[config.mk]
export PLATFORM = sky130hd
export DESIGN_NAME = pic_interrupt_acknowledge_control_flat
export DESIGN_NICKNAME = d
export VERILOG_FILES = /design/src/rtl/pic_interrupt_acknowledge_control_if.sv /design/src/rtl/pic_interrupt_acknowledge_control.sv /design/src/flat_wrapper.sv
export SDC_FILE = /design/constraint.sdc
export NUM_CORES = 1
export LEC_CHECK = 0
export BUFFER_PORTS_ARGS = -buffer_cell sky130_fd_sc_hd__buf_2
export CAP_MARGIN = 40
export CELL_PAD_IN_SITES_DETAIL_PLACEMENT = 1
export CELL_PAD_IN_SITES_GLOBAL_PLACEMENT = 2
export CORE_MARGIN = 2
export CORE_UTILIZATION = 30
export DETAILED_ROUTE_END_ITERATION = 7
export PLACE_DENSITY = 0.7
export SLEW_MARGIN = 20
export SYNTH_ARGS = -nofsm -noshare
export SYNTH_HDL_FRONTEND = slang
export SYNTH_SLANG_ARGS = --single-unit
[constraint.sdc]
create_clock -name clk -period 4.25 [get_ports clk]
set_input_delay 0.2125 -clock clk [delete_from_list [all_inputs] [get_ports clk]]
set_output_delay 0.2125 -clock clk [all_outputs]
set_load 0.02 [all_outputs]
[src/rtl/pic_interrupt_acknowledge_control_if.sv]
// rtl/pic_interrupt_acknowledge_control_if.sv - CPU-side INT/INTA/vector bus between the CPU and the PIC acknowledge block
interface pic_interrupt_acknowledge_control_if;
  logic       inta_n;
  logic       int_out;
  logic [7:0] data_out;
  logic       data_out_en;

  modport master (output inta_n, input int_out, input data_out, input data_out_en);
  modport slave  (input inta_n, output int_out, output data_out, output data_out_en);
endinterface

[src/rtl/pic_interrupt_acknowledge_control.sv]
// rtl/pic_interrupt_acknowledge_control.sv - INT/INTA acknowledge sequencer, in-service register and OCW2 EOI/rotate handling
module pic_interrupt_acknowledge_control #(
  parameter logic [2:0] SPURIOUS_LEVEL = 3'd7
) (
  input  logic                                 clk,
  input  logic                                 rst_n,
  input  logic [7:0]                           interrupt,
  input  logic                                 init_strobe,
  input  logic                                 aeoi_mode,
  input  logic [4:0]                           vector_base,
  input  logic                                 ocw2_strobe,
  input  logic [7:0]                           ocw2,
  pic_interrupt_acknowledge_control_if.slave   cpu,
  output logic [7:0]                           clear_irr,
  output logic [7:0]                           isr,
  output logic [7:0]                           highest_level_in_service,
  output logic [2:0]                           priority_rotate
);

  typedef enum logic [1:0] {S_IDLE, S_ACK1, S_ACK1_DONE, S_ACK2} state_e;

  state_e     state_q, state_d;
  logic       inta_n_q;
  logic       int_out_q, int_out_d;
  logic [7:0] clear_irr_q, clear_irr_d;
  logic [7:0] isr_q, isr_d;
  logic [2:0] priority_rotate_q, priority_rotate_d;
  logic [7:0] data_out_q, data_out_d;
  logic       data_out_en_q, data_out_en_d;
  logic       rotate_aeoi_q, rotate_aeoi_d;
  logic [2:0] level_q, level_d;
  logic       spurious_q, spurious_d;

  logic       inta_fall, inta_rise;
  logic [7:0] ack_set, eoi_clear;
  logic [7:0] hlis;
  logic [2:0] hlis_idx, scan_idx, irq_level;
  logic       hlis_valid;
  logic       unused_ocw2;

  // OCW2 bits 4:3 carry no meaning for this block
  assign unused_ocw2 = ^ocw2[4:3];

  assign inta_fall = inta_n_q & ~cpu.inta_n;
  assign inta_rise = ~inta_n_q & cpu.inta_n;

  // All state flops; reset aborts any acknowledge in progress
  always_ff @(posedge clk or negedge rst_n) begin
    if (!rst_n) begin
      state_q           <= S_IDLE;
      inta_n_q          <= 1'b1;
      int_out_q         <= 1'b0;
      clear_irr_q       <= '0;
      isr_q             <= '0;
      priority_rotate_q <= 3'b111;
      data_out_q        <= '0;
      data_out_en_q     <= 1'b0;
      rotate_aeoi_q     <= 1'b0;
      level_q           <= '0;
      spurious_q        <= 1'b0;
    end else begin
      state_q           <= state_d;
      inta_n_q          <= cpu.inta_n;
      int_out_q         <= int_out_d;
      clear_irr_q       <= clear_irr_d;
      isr_q             <= isr_d;
      priority_rotate_q <= priority_rotate_d;
      data_out_q        <= data_out_d;
      data_out_en_q     <= data_out_en_d;
      rotate_aeoi_q     <= rotate_aeoi_d;
      level_q           <= level_d;
      spurious_q        <= spurious_d;
    end
  end

  // Binary level of the one-hot request; lowest set bit wins if several are ever present
  always_comb begin
    irq_level = '0;
    for (int i = 7; i >= 0; i--) begin
      if (interrupt[i]) irq_level = 3'(i);
    end
  end

  // Highest-priority in-service bit, scanning from the level just above the lowest-priority one
  always_comb begin
    hlis       = '0;
    hlis_idx   = '0;
    hlis_valid = 1'b0;
    scan_idx   = '0;
    for (int i = 1; i <= 8; i++) begin
      scan_idx = priority_rotate_q + 3'(i);
      if (!hlis_valid && isr_q[scan_idx]) begin
        hlis_valid     = 1'b1;
        hlis_idx       = scan_idx;
        hlis[scan_idx] = 1'b1;
      end
    end
  end

  // Next state of the two-pulse INTA sequence; glitch falls in ACK1 and extra falls in ACK2 are ignored
  always_comb begin
    state_d = state_q;
    case (state_q)
      S_IDLE:      if (inta_fall) state_d = S_ACK1;
      S_ACK1:      if (inta_rise) state_d = S_ACK1_DONE;
      S_ACK1_DONE: if (inta_fall) state_d = S_ACK2;
      S_ACK2:      if (inta_rise) state_d = S_IDLE;
      default:     state_d = S_IDLE;
    endcase
    if (init_strobe) state_d = S_IDLE;
  end

  // Datapath next values: acknowledge side effects, AEOI, then OCW2 which overrides AEOI rotation
  always_comb begin
    int_out_d         = 1'b0;
    clear_irr_d       = '0;
    data_out_d        = data_out_q;
    data_out_en_d     = data_out_en_q;
    level_d           = level_q;
    spurious_d        = spurious_q;
    rotate_aeoi_d     = rotate_aeoi_q;
    priority_rotate_d = priority_rotate_q;
    ack_set           = '0;
    eoi_clear         = '0;

    case (state_q)
      S_IDLE: begin
        int_out_d = (interrupt != 8'h00) && !inta_fall;
        if (inta_fall) begin
          spurious_d  = (interrupt == 8'h00);
          level_d     = (interrupt == 8'h00) ? SPURIOUS_LEVEL : irq_level;
          ack_set     = interrupt;
          clear_irr_d = interrupt;
        end
      end
      S_ACK1_DONE: begin
        if (inta_fall) begin
          data_out_d    = {vector_base, level_q};
          data_out_en_d = 1'b1;
        end
      end
      S_ACK2: begin
        if (inta_rise) begin
          data_out_en_d = 1'b0;
          if (aeoi_mode && !spurious_q) begin
            eoi_clear[level_q] = 1'b1;
            if (rotate_aeoi_q) priority_rotate_d = level_q;
          end
        end
      end
      default: ;
    endcase

    if (ocw2_strobe) begin
      case (ocw2[7:5])
        3'b001: eoi_clear = eoi_clear | hlis;
        3'b011: eoi_clear[ocw2[2:0]] = 1'b1;
        3'b101: begin
          eoi_clear = eoi_clear | hlis;
          if (hlis_valid) priority_rotate_d = hlis_idx;
        end
        3'b111: begin
          eoi_clear[ocw2[2:0]] = 1'b1;
          priority_rotate_d    = ocw2[2:0];
        end
        3'b100:  rotate_aeoi_d = 1'b1;
        3'b000:  rotate_aeoi_d = 1'b0;
        3'b110:  priority_rotate_d = ocw2[2:0];
        default: ;
      endcase
    end

    // A same-cycle acknowledge set beats any EOI clear of that bit
    isr_d = (isr_q & ~eoi_clear) | ack_set;

    if (init_strobe) begin
      int_out_d         = 1'b0;
      clear_irr_d       = '0;
      isr_d             = '0;
      priority_rotate_d = 3'b111;
      data_out_d        = '0;
      data_out_en_d     = 1'b0;
      rotate_aeoi_d     = 1'b0;
      level_d           = '0;
      spurious_d        = 1'b0;
    end
  end

  assign cpu.int_out               = int_out_q;
  assign cpu.data_out              = data_out_q;
  assign cpu.data_out_en           = data_out_en_q;
  assign clear_irr                 = clear_irr_q;
  assign isr                       = isr_q;
  assign priority_rotate           = priority_rotate_q;
  assign highest_level_in_service  = hlis;

endmodule

[src/flat_wrapper.sv]
// flat-port wrapper written by rule: the top's interface ports become plain ports
module pic_interrupt_acknowledge_control_flat 
#(
  parameter logic [2:0] SPURIOUS_LEVEL = 3'd7
)
  (clk, rst_n, interrupt, init_strobe, aeoi_mode, vector_base, ocw2_strobe, ocw2, clear_irr, isr, highest_level_in_service, priority_rotate, cpu_inta_n, cpu_int_out, cpu_data_out, cpu_data_out_en);
  pic_interrupt_acknowledge_control_if cpu_i ();
  input  logic clk;
  input  logic rst_n;
  input  logic [7:0] interrupt;
  input  logic init_strobe;
  input  logic aeoi_mode;
  input  logic [4:0] vector_base;
  input  logic ocw2_strobe;
  input  logic [7:0] ocw2;
  output logic [7:0] clear_irr;
  output logic [7:0] isr;
  output logic [7:0] highest_level_in_service;
  output logic [2:0] priority_rotate;
  input wire logic [$bits(cpu_i.inta_n)-1:0] cpu_inta_n;
  output wire logic [$bits(cpu_i.int_out)-1:0] cpu_int_out;
  output wire logic [$bits(cpu_i.data_out)-1:0] cpu_data_out;
  output wire logic [$bits(cpu_i.data_out_en)-1:0] cpu_data_out_en;
  assign cpu_i.inta_n = cpu_inta_n;
  assign cpu_int_out = cpu_i.int_out;
  assign cpu_data_out = cpu_i.data_out;
  assign cpu_data_out_en = cpu_i.data_out_en;
  pic_interrupt_acknowledge_control #(.SPURIOUS_LEVEL(SPURIOUS_LEVEL)) u_core (.clk(clk), .rst_n(rst_n), .interrupt(interrupt), .init_strobe(init_strobe), .aeoi_mode(aeoi_mode), .vector_base(vector_base), .ocw2_strobe(ocw2_strobe), .ocw2(ocw2), .cpu(cpu_i), .clear_irr(clear_irr), .isr(isr), .highest_level_in_service(highest_level_in_service), .priority_rotate(priority_rotate));
endmodule
==> flow_summary.json, run 1 <==
{
  "place_inst": 567,
  "crit_fanout": 12,
  "critical_path.top_delay_family": "multiplexers",
  "final_layout_size_suffix_gt1_frac": 0.281,
  "worstMarginPinSlew_ns": 0.641,
  "hold_violations": 0,
  "die_area_mm2": 0.0116,
  "setup_viol": 0,
  "grtUsageTotal": 0.204,
  "syn_area_mm2": 0.00323,
  "vias": 3282,
  "wl_met1_um": 5600,
  "end_kind": "output pin",
  "clk_latency_ns": 0.29,
  "drt-initial-drc-count": 165,
  "synth_fp_nets": 407,
  "synth_seq_cells": 37,
  "place_hpwl_um": 8880,
  "diodes": 0,
  "worst_path_max_delay_cell": "dfstp_4",
  "timing.final.ws_setup_ns": 0.135,
  "grt_max_degree": 27,
  "critPathKind": "reg -> out",
  "synth_ff_type": "dfrtp_1",
  "cp.required_ns": 4.04,
  "p_leak_nw": 1.85,
  "final_util": 0.379,
  "outcome": "finished, final reports clean",
  "numCtsBuffers": 5,
  "grt_pass1_wl_um": 18400,
  "ys_types": 56,
  "holdWs_ns": 0.0520,
  "finalPower_w": 0.00215,
  "crit_arrival_ns": 3.90,
  "vias_per_cell": 5.68,
  "final_cell_mix": "buf_2, nand2_1, nor2_1",
  "critPathBufInv": 2,
  "areaGrowthSynthToFinish_pct": 21.7,
  "die_x_um": 108,
  "gp_congestion": 0.870,
  "core_mm2": 0.0104,
  "cts_tree": "built",
  "avgSynthCellArea_um2": 8.75,
  "period_minus_slack_ns": 4.11,
  "preCtsSetupSlack_ns": 0.392,
  "grt_setup_unrepaired": "false",
  "grt.overflow.total": 0,
  "max_cap_viol_count": 0,
  "relSlewSlack": 0.560,
  "wire_per_inst_um": 19.9,
  "initial_core_util": 0.311,
  "met2WireLength_um": 5220,
  "hp-class": "in -> reg",
  "io_pins": 64,
  "drt_pre_antenna_iters": 4,
  "crit_path_cell_trace": "mux2_2 > mux4_2 > or4b_1 > buf_4 > a211oi_1 > a2111oi_0 > a21oi_1 > buf_2",
  "layout.nets": 479,
  "ctsHtreeMaxLevel": 2,
  "slew_violations": 0,
  "critPathLaunchType": "flip-flop",
  "port_buffers": 61,
  "yosysSeqAreaShare": 0.288,
  "cts_num_sinks": 37,
  "final_antenna_net_count": 0,
  "pwr_density_cell_mw_per_mm2": 548,
  "ctsRootBufferMaster": "clkbuf_8",
  "grt_antenna_before_repair": 0,
  "layout_commonest_cell": "buf_2",
  "synth_edf_count": 0,
  "post-route-drc-count": 0,
  "fin_cells": 578,
  "ir_drop_mv": 0.187,
  "clockBufferDepth": 2,
  "dr_wl_met3_um": 586,
  "skew_ns": 0.00834,
  "wirelength_um": 11500,
  "path_clk_slew_ns": 0.08,
  "cpPeakStageDelay_ns": 0.72,
  "grt_pass1_vias": 3353,
  "period_share": 0.968,
  "postSynthCellCount": 369,
  "synth_warnings": 0,
  "top_layer": "met4",
  "die_h_um": 108,
  "synthArstFlopShare": 1.00,
  "max_freq_mhz": 243,
  "rows": 37
}
==> metal layers <==
layer  vias to the layer above  track usage
met2                        84        0.313
met4                         0       0.0375
met1                      1654        0.304
met3                        11       0.0321
met5                         -            0
li1                       1533            -
==> final timing paths <==
check | startpoint | endpoint | slack (ns) | cells past startpoint
max | u_core.priority_rotate[0] | highest_level_in_service[7] | 0.14 | 8
max in group asynchronous | rst_n | u_core.inta_n_q | 3.39 | 3
min | cpu_inta_n | u_core.inta_n_q | 0.05 | 1
min in group asynchronous | rst_n | u_core.clear_irr[7] | 0.34 | 2
min reg2reg | u_core.cpu.data_out[6] | u_core.cpu.data_out[6] | 0.48 | 2
max reg2reg | u_core.priority_rotate[0] | u_core.isr[7] | 0.59 | 8
==> power breakdown <==
| part | total, W | switching (W) | internal [W] |
|---|---|---|---|
| Sequential | 0.000461 | 0.0000600 | 0.000401 |
| Clock | 0.000323 | 0.000132 | 0.000192 |
| Combinational | 0.00137 | 0.000836 | 0.000530 |
| Total | 0.00215 | 0.00103 | 0.00112 |
==> metrics by stage <==
| stage | cell area [um2] | TNS, ns |
|---|---|---|
| after floorplan | 3230 | -0.0278 |
| final | 3930 | 0 |
| after CTS | 3910 | 0 |
| after detailed placement | 3780 | 0 |
| after global routing | 3930 | 0 |
| after global placement | 3750 | 0 |
==> layout make-up <==
class                      instances  area [um2]
clock buffer                       7        86.3
clock inverter                     1        30.0
fill                            1261        6440
inverter                          18        67.6
multi-input combinational        294        2140
sequential                        37         935
tap                              136         170
timing repair buffer              85         500
==> cells by family after synthesis <==
family	count (synthesis)	synth area share
multiplexers	45	0.198
adder cells (fa/ha/maj)	11	0.0426
XOR/XNOR	4	0.0109
buffers and inverters	38	0.0504
AO/OA/AOI/OAI	87	0.189
flip-flops	37	0.288
AND/OR/NAND/NOR	147	0.221
==> cell usage after synthesis (9+ instances only) <==
cell / n / area share
nand3_1: 12 / 0.019
mux2i_1: 21 / 0.065
mux2_2: 10 / 0.035
a31oi_1: 9 / 0.017
inv_1: 17 / 0.020
clkbuf_1: 14 / 0.016
nor3_1: 15 / 0.023
nand2_1: 43 / 0.050
nor2_1: 41 / 0.048
mux4_2: 14 / 0.098
a21oi_1: 14 / 0.022
o21ai_0: 14 / 0.022
dfrtp_1: 33 / 0.26
ha_1: 11 / 0.043
==> registers in the layout, summed over array words and instances (netlist names) <==
name,flops
u_core.state_q,2
u_core.cpu.data_out,8
u_core.cpu.int_out,1
u_core.isr,8
u_core.cpu.data_out_en,1
u_core.rotate_aeoi_q,1
u_core.clear_irr,8
u_core.inta_n_q,1
u_core.level_q,3
u_core.spurious_q,1
u_core.priority_rotate,3
==> repair_timing <==
item                       in CTS  in global routing
resized for setup               0                  1
hold buffers                    1                  0
hold endpoints to repair       11                  0
setup buffers                   0                  2
setup endpoints to repair       0                  6
Note: power is estimated with default switching activity, not from simulation.
==> run 2: changes to the inputs <==
- CTS_BUF_LIST: default -> sky130_fd_sc_hd__clkbuf_16
==> run 2 against run 1 <==
  * Worst setup slack got worse by 0.017 ns
  * Non-clock buffer count unchanged
  * Sequential power about the same
  * First-iteration DRC count decreased by 4.2%
  * Die area unchanged
  * Via count increased by 0.98%
  * Clock-buffer cell count decreased by 2
  * Fmax decreased by 0.42%
  * Sequential share of layout area decreased by 0.35 points
  * Clock skew increased by 0.00080 ns
  * Flip-flop and latch count unchanged
  * Critical path type unchanged
  * Largest power group unchanged
  * Highest routed layer unchanged
==> flow_summary.json, run 2 (synthesis gave the netlist of run 1 again) <==
{
  "path_clk_slew_ns": 0.06,
  "post-route-drc-count": 0,
  "grt_use_met3": 0.0321,
  "die_area_mm2": 0.0116,
  "drt_pre_antenna_iters": 4,
  "critPathKind": "reg -> out",
  "cts_resized": 0,
  "gp_congestion": 0.870,
  "cp.required_ns": 4.04,
  "max_cap_viol_count": 0,
  "finalPower_w": 0.00225,
  "die_x_um": 108,
  "fin_cells": 578,
  "place_inst": 567,
  "cpPeakStageDelay_ns": 0.71,
  "place_hpwl_um": 8880,
  "io_pins": 64,
  "grtUsageTotal": 0.204,
  "grt-busiest-layer": "met2",
  "globalRouteMet1Util": 0.303,
  "worstMarginPinSlew_ns": 0.611,
  "multiInputGateArea_mm2": 0.00214,
  "grt_antenna_before_repair": 0,
  "seq_area_um2": 931,
  "critPathLaunchType": "flip-flop",
  "ir_drop_mv": 0.166,
  "clk_latency_ns": 0.28,
  "final_util": 0.383,
  "grt_pass1_vias": 3343,
  "placedInstanceArea_mm2": 0.00378,
  "layout_commonest_cell": "buf_2",
  "hp-class": "in -> reg",
  "pwr_density_cell_mw_per_mm2": 566,
  "switching_share": 0.464,
  "areaGrowthSynthToFinish_pct": 23.0,
  "clockBufferDepth": 2,
  "switchingPower_w": 0.00104,
  "p_leak_nw": 1.88,
  "rows": 37,
  "numCtsBuffers": 5,
  "seqPwrFrac": 0.206,
  "skew_ns": 0.00914,
  "grt_max_degree": 27,
  "ctsRootBufferMaster": "clkbuf_16",
  "grt_setup_unrepaired": "false",
  "worst_path_max_delay_cell": "dfstp_2",
  "fill_cells": 1252,
  "crit_fanout": 12,
  "crit_arrival_ns": 3.92,
  "vias": 3314,
  "period_share": 0.972,
  "drt-initial-drc-count": 158,
  "period_minus_slack_ns": 4.13,
  "wire_per_inst_um": 20.1,
  "cts_tree": "built",
  "grt.overflow.total": 0,
  "hold_violations": 0,
  "clkPwrFrac": 0.184,
  "max_freq_mhz": 242,
  "layout.nets": 479,
  "internal_power_w": 0.00120,
  "grt_use_met2": 0.312,
  "port_buffers": 61,
  "crit_path_cell_trace": "mux2_2 > mux4_2 > or4b_1 > buf_4 > a211oi_1 > a2111oi_0 > a21oi_1 > buf_2",
  "initial_core_util": 0.311,
  "diodes": 0,
  "final_cell_mix": "buf_2, nand2_1, nor2_1",
  "ctsHtreeMaxLevel": 2,
  "finalSetupTns_ns": 0,
  "p_comb_frac": 0.610,
  "slew_violations": 0,
  "die_h_um": 108,
  "vias_per_cell": 5.73,
  "final_antenna_net_count": 0,
  "grt_pass1_wl_um": 18400,
  "core_mm2": 0.0104,
  "setup_viol": 0,
  "end_kind": "output pin",
  "final_layout_size_suffix_gt1_frac": 0.278,
  "cts_num_sinks": 37,
  "outcome": "finished, final reports clean",
  "wirelength_um": 11600,
  "relSlewSlack": 0.581,
  "fin_area_mm2": 0.00397
}
run 2: cell types whose count changed in the layout (fill, tap and decap cells not counted), sizes merged:
cell,delta
clkbuf,-2
inv,+1
clkinv,+1
run 2: power groups by stage:
stage,Sequential (W),Combinational (W),Clock (W)
2_1_floorplan,0.000494,0.000880,0
3_3_place_gp,0.000466,0.00132,0
3_5_place_dp,0.000468,0.00135,0
4_1_cts,0.000462,0.00136,0.000420
5_1_grt,0.000467,0.00149,0.000437
6_report,0.000462,0.00137,0.000413
run 2: final cells by class:
cell class                 count  area share
multi-input combinational    294       0.539
sequential                    37       0.234
timing repair buffer          85       0.126
tap                          136      0.0429
clock buffer                   5      0.0315
inverter                      18      0.0170
clock inverter                 3     0.00945
run 2: layer usage:
metal / wire length (um) / up-vias
met5: 0 / -
met4: 94 / 0
met3: 551 / 12
met2: 5300 / 92
met1: 5670 / 1679
li1: - / 1531
run 2: final timing paths:
kind	start	end	slack, ns	cells after the start
setup reg to reg	u_core.priority_rotate[0]	u_core.isr[7]	0.55	8
max in group asynchronous	rst_n	u_core.inta_n_q	3.38	3
min in group asynchronous	rst_n	u_core.cpu.data_out[5]	0.36	2
setup / recovery	u_core.priority_rotate[0]	highest_level_in_service[7]	0.12	8
hold / removal	cpu_inta_n	u_core.inta_n_q	0.07	1
hold reg to reg	u_core.cpu.data_out[6]	u_core.cpu.data_out[6]	0.48	2
run 2: what timing repair did:
action                                  CTS  global route
setup buffers                             0             2
endpoints found under the hold margin    11             0
endpoints found under the setup margin    0             4
hold buffers                              1             0
run 2: critical path: cells and delay by family (launching register included):
kind,cells,cell delay (ns)
AO/OA/AOI/OAI,3,0.83
flip-flops,1,0.71
multiplexers,2,1.04
buffers and inverters,2,0.42
AND/OR/NAND/NOR,1,0.63
run 2: per-stage QoR:
stage | hold slack, ns | worst slack, ns
after global routing | 0.0645 | 0.00738
final | 0.0651 | 0.118
after global placement | 0.355 | 0.426
after CTS | 0.0627 | 0.0667
after detailed placement | 0.106 | 0.392
after floorplan | -0.0831 | -0.0103
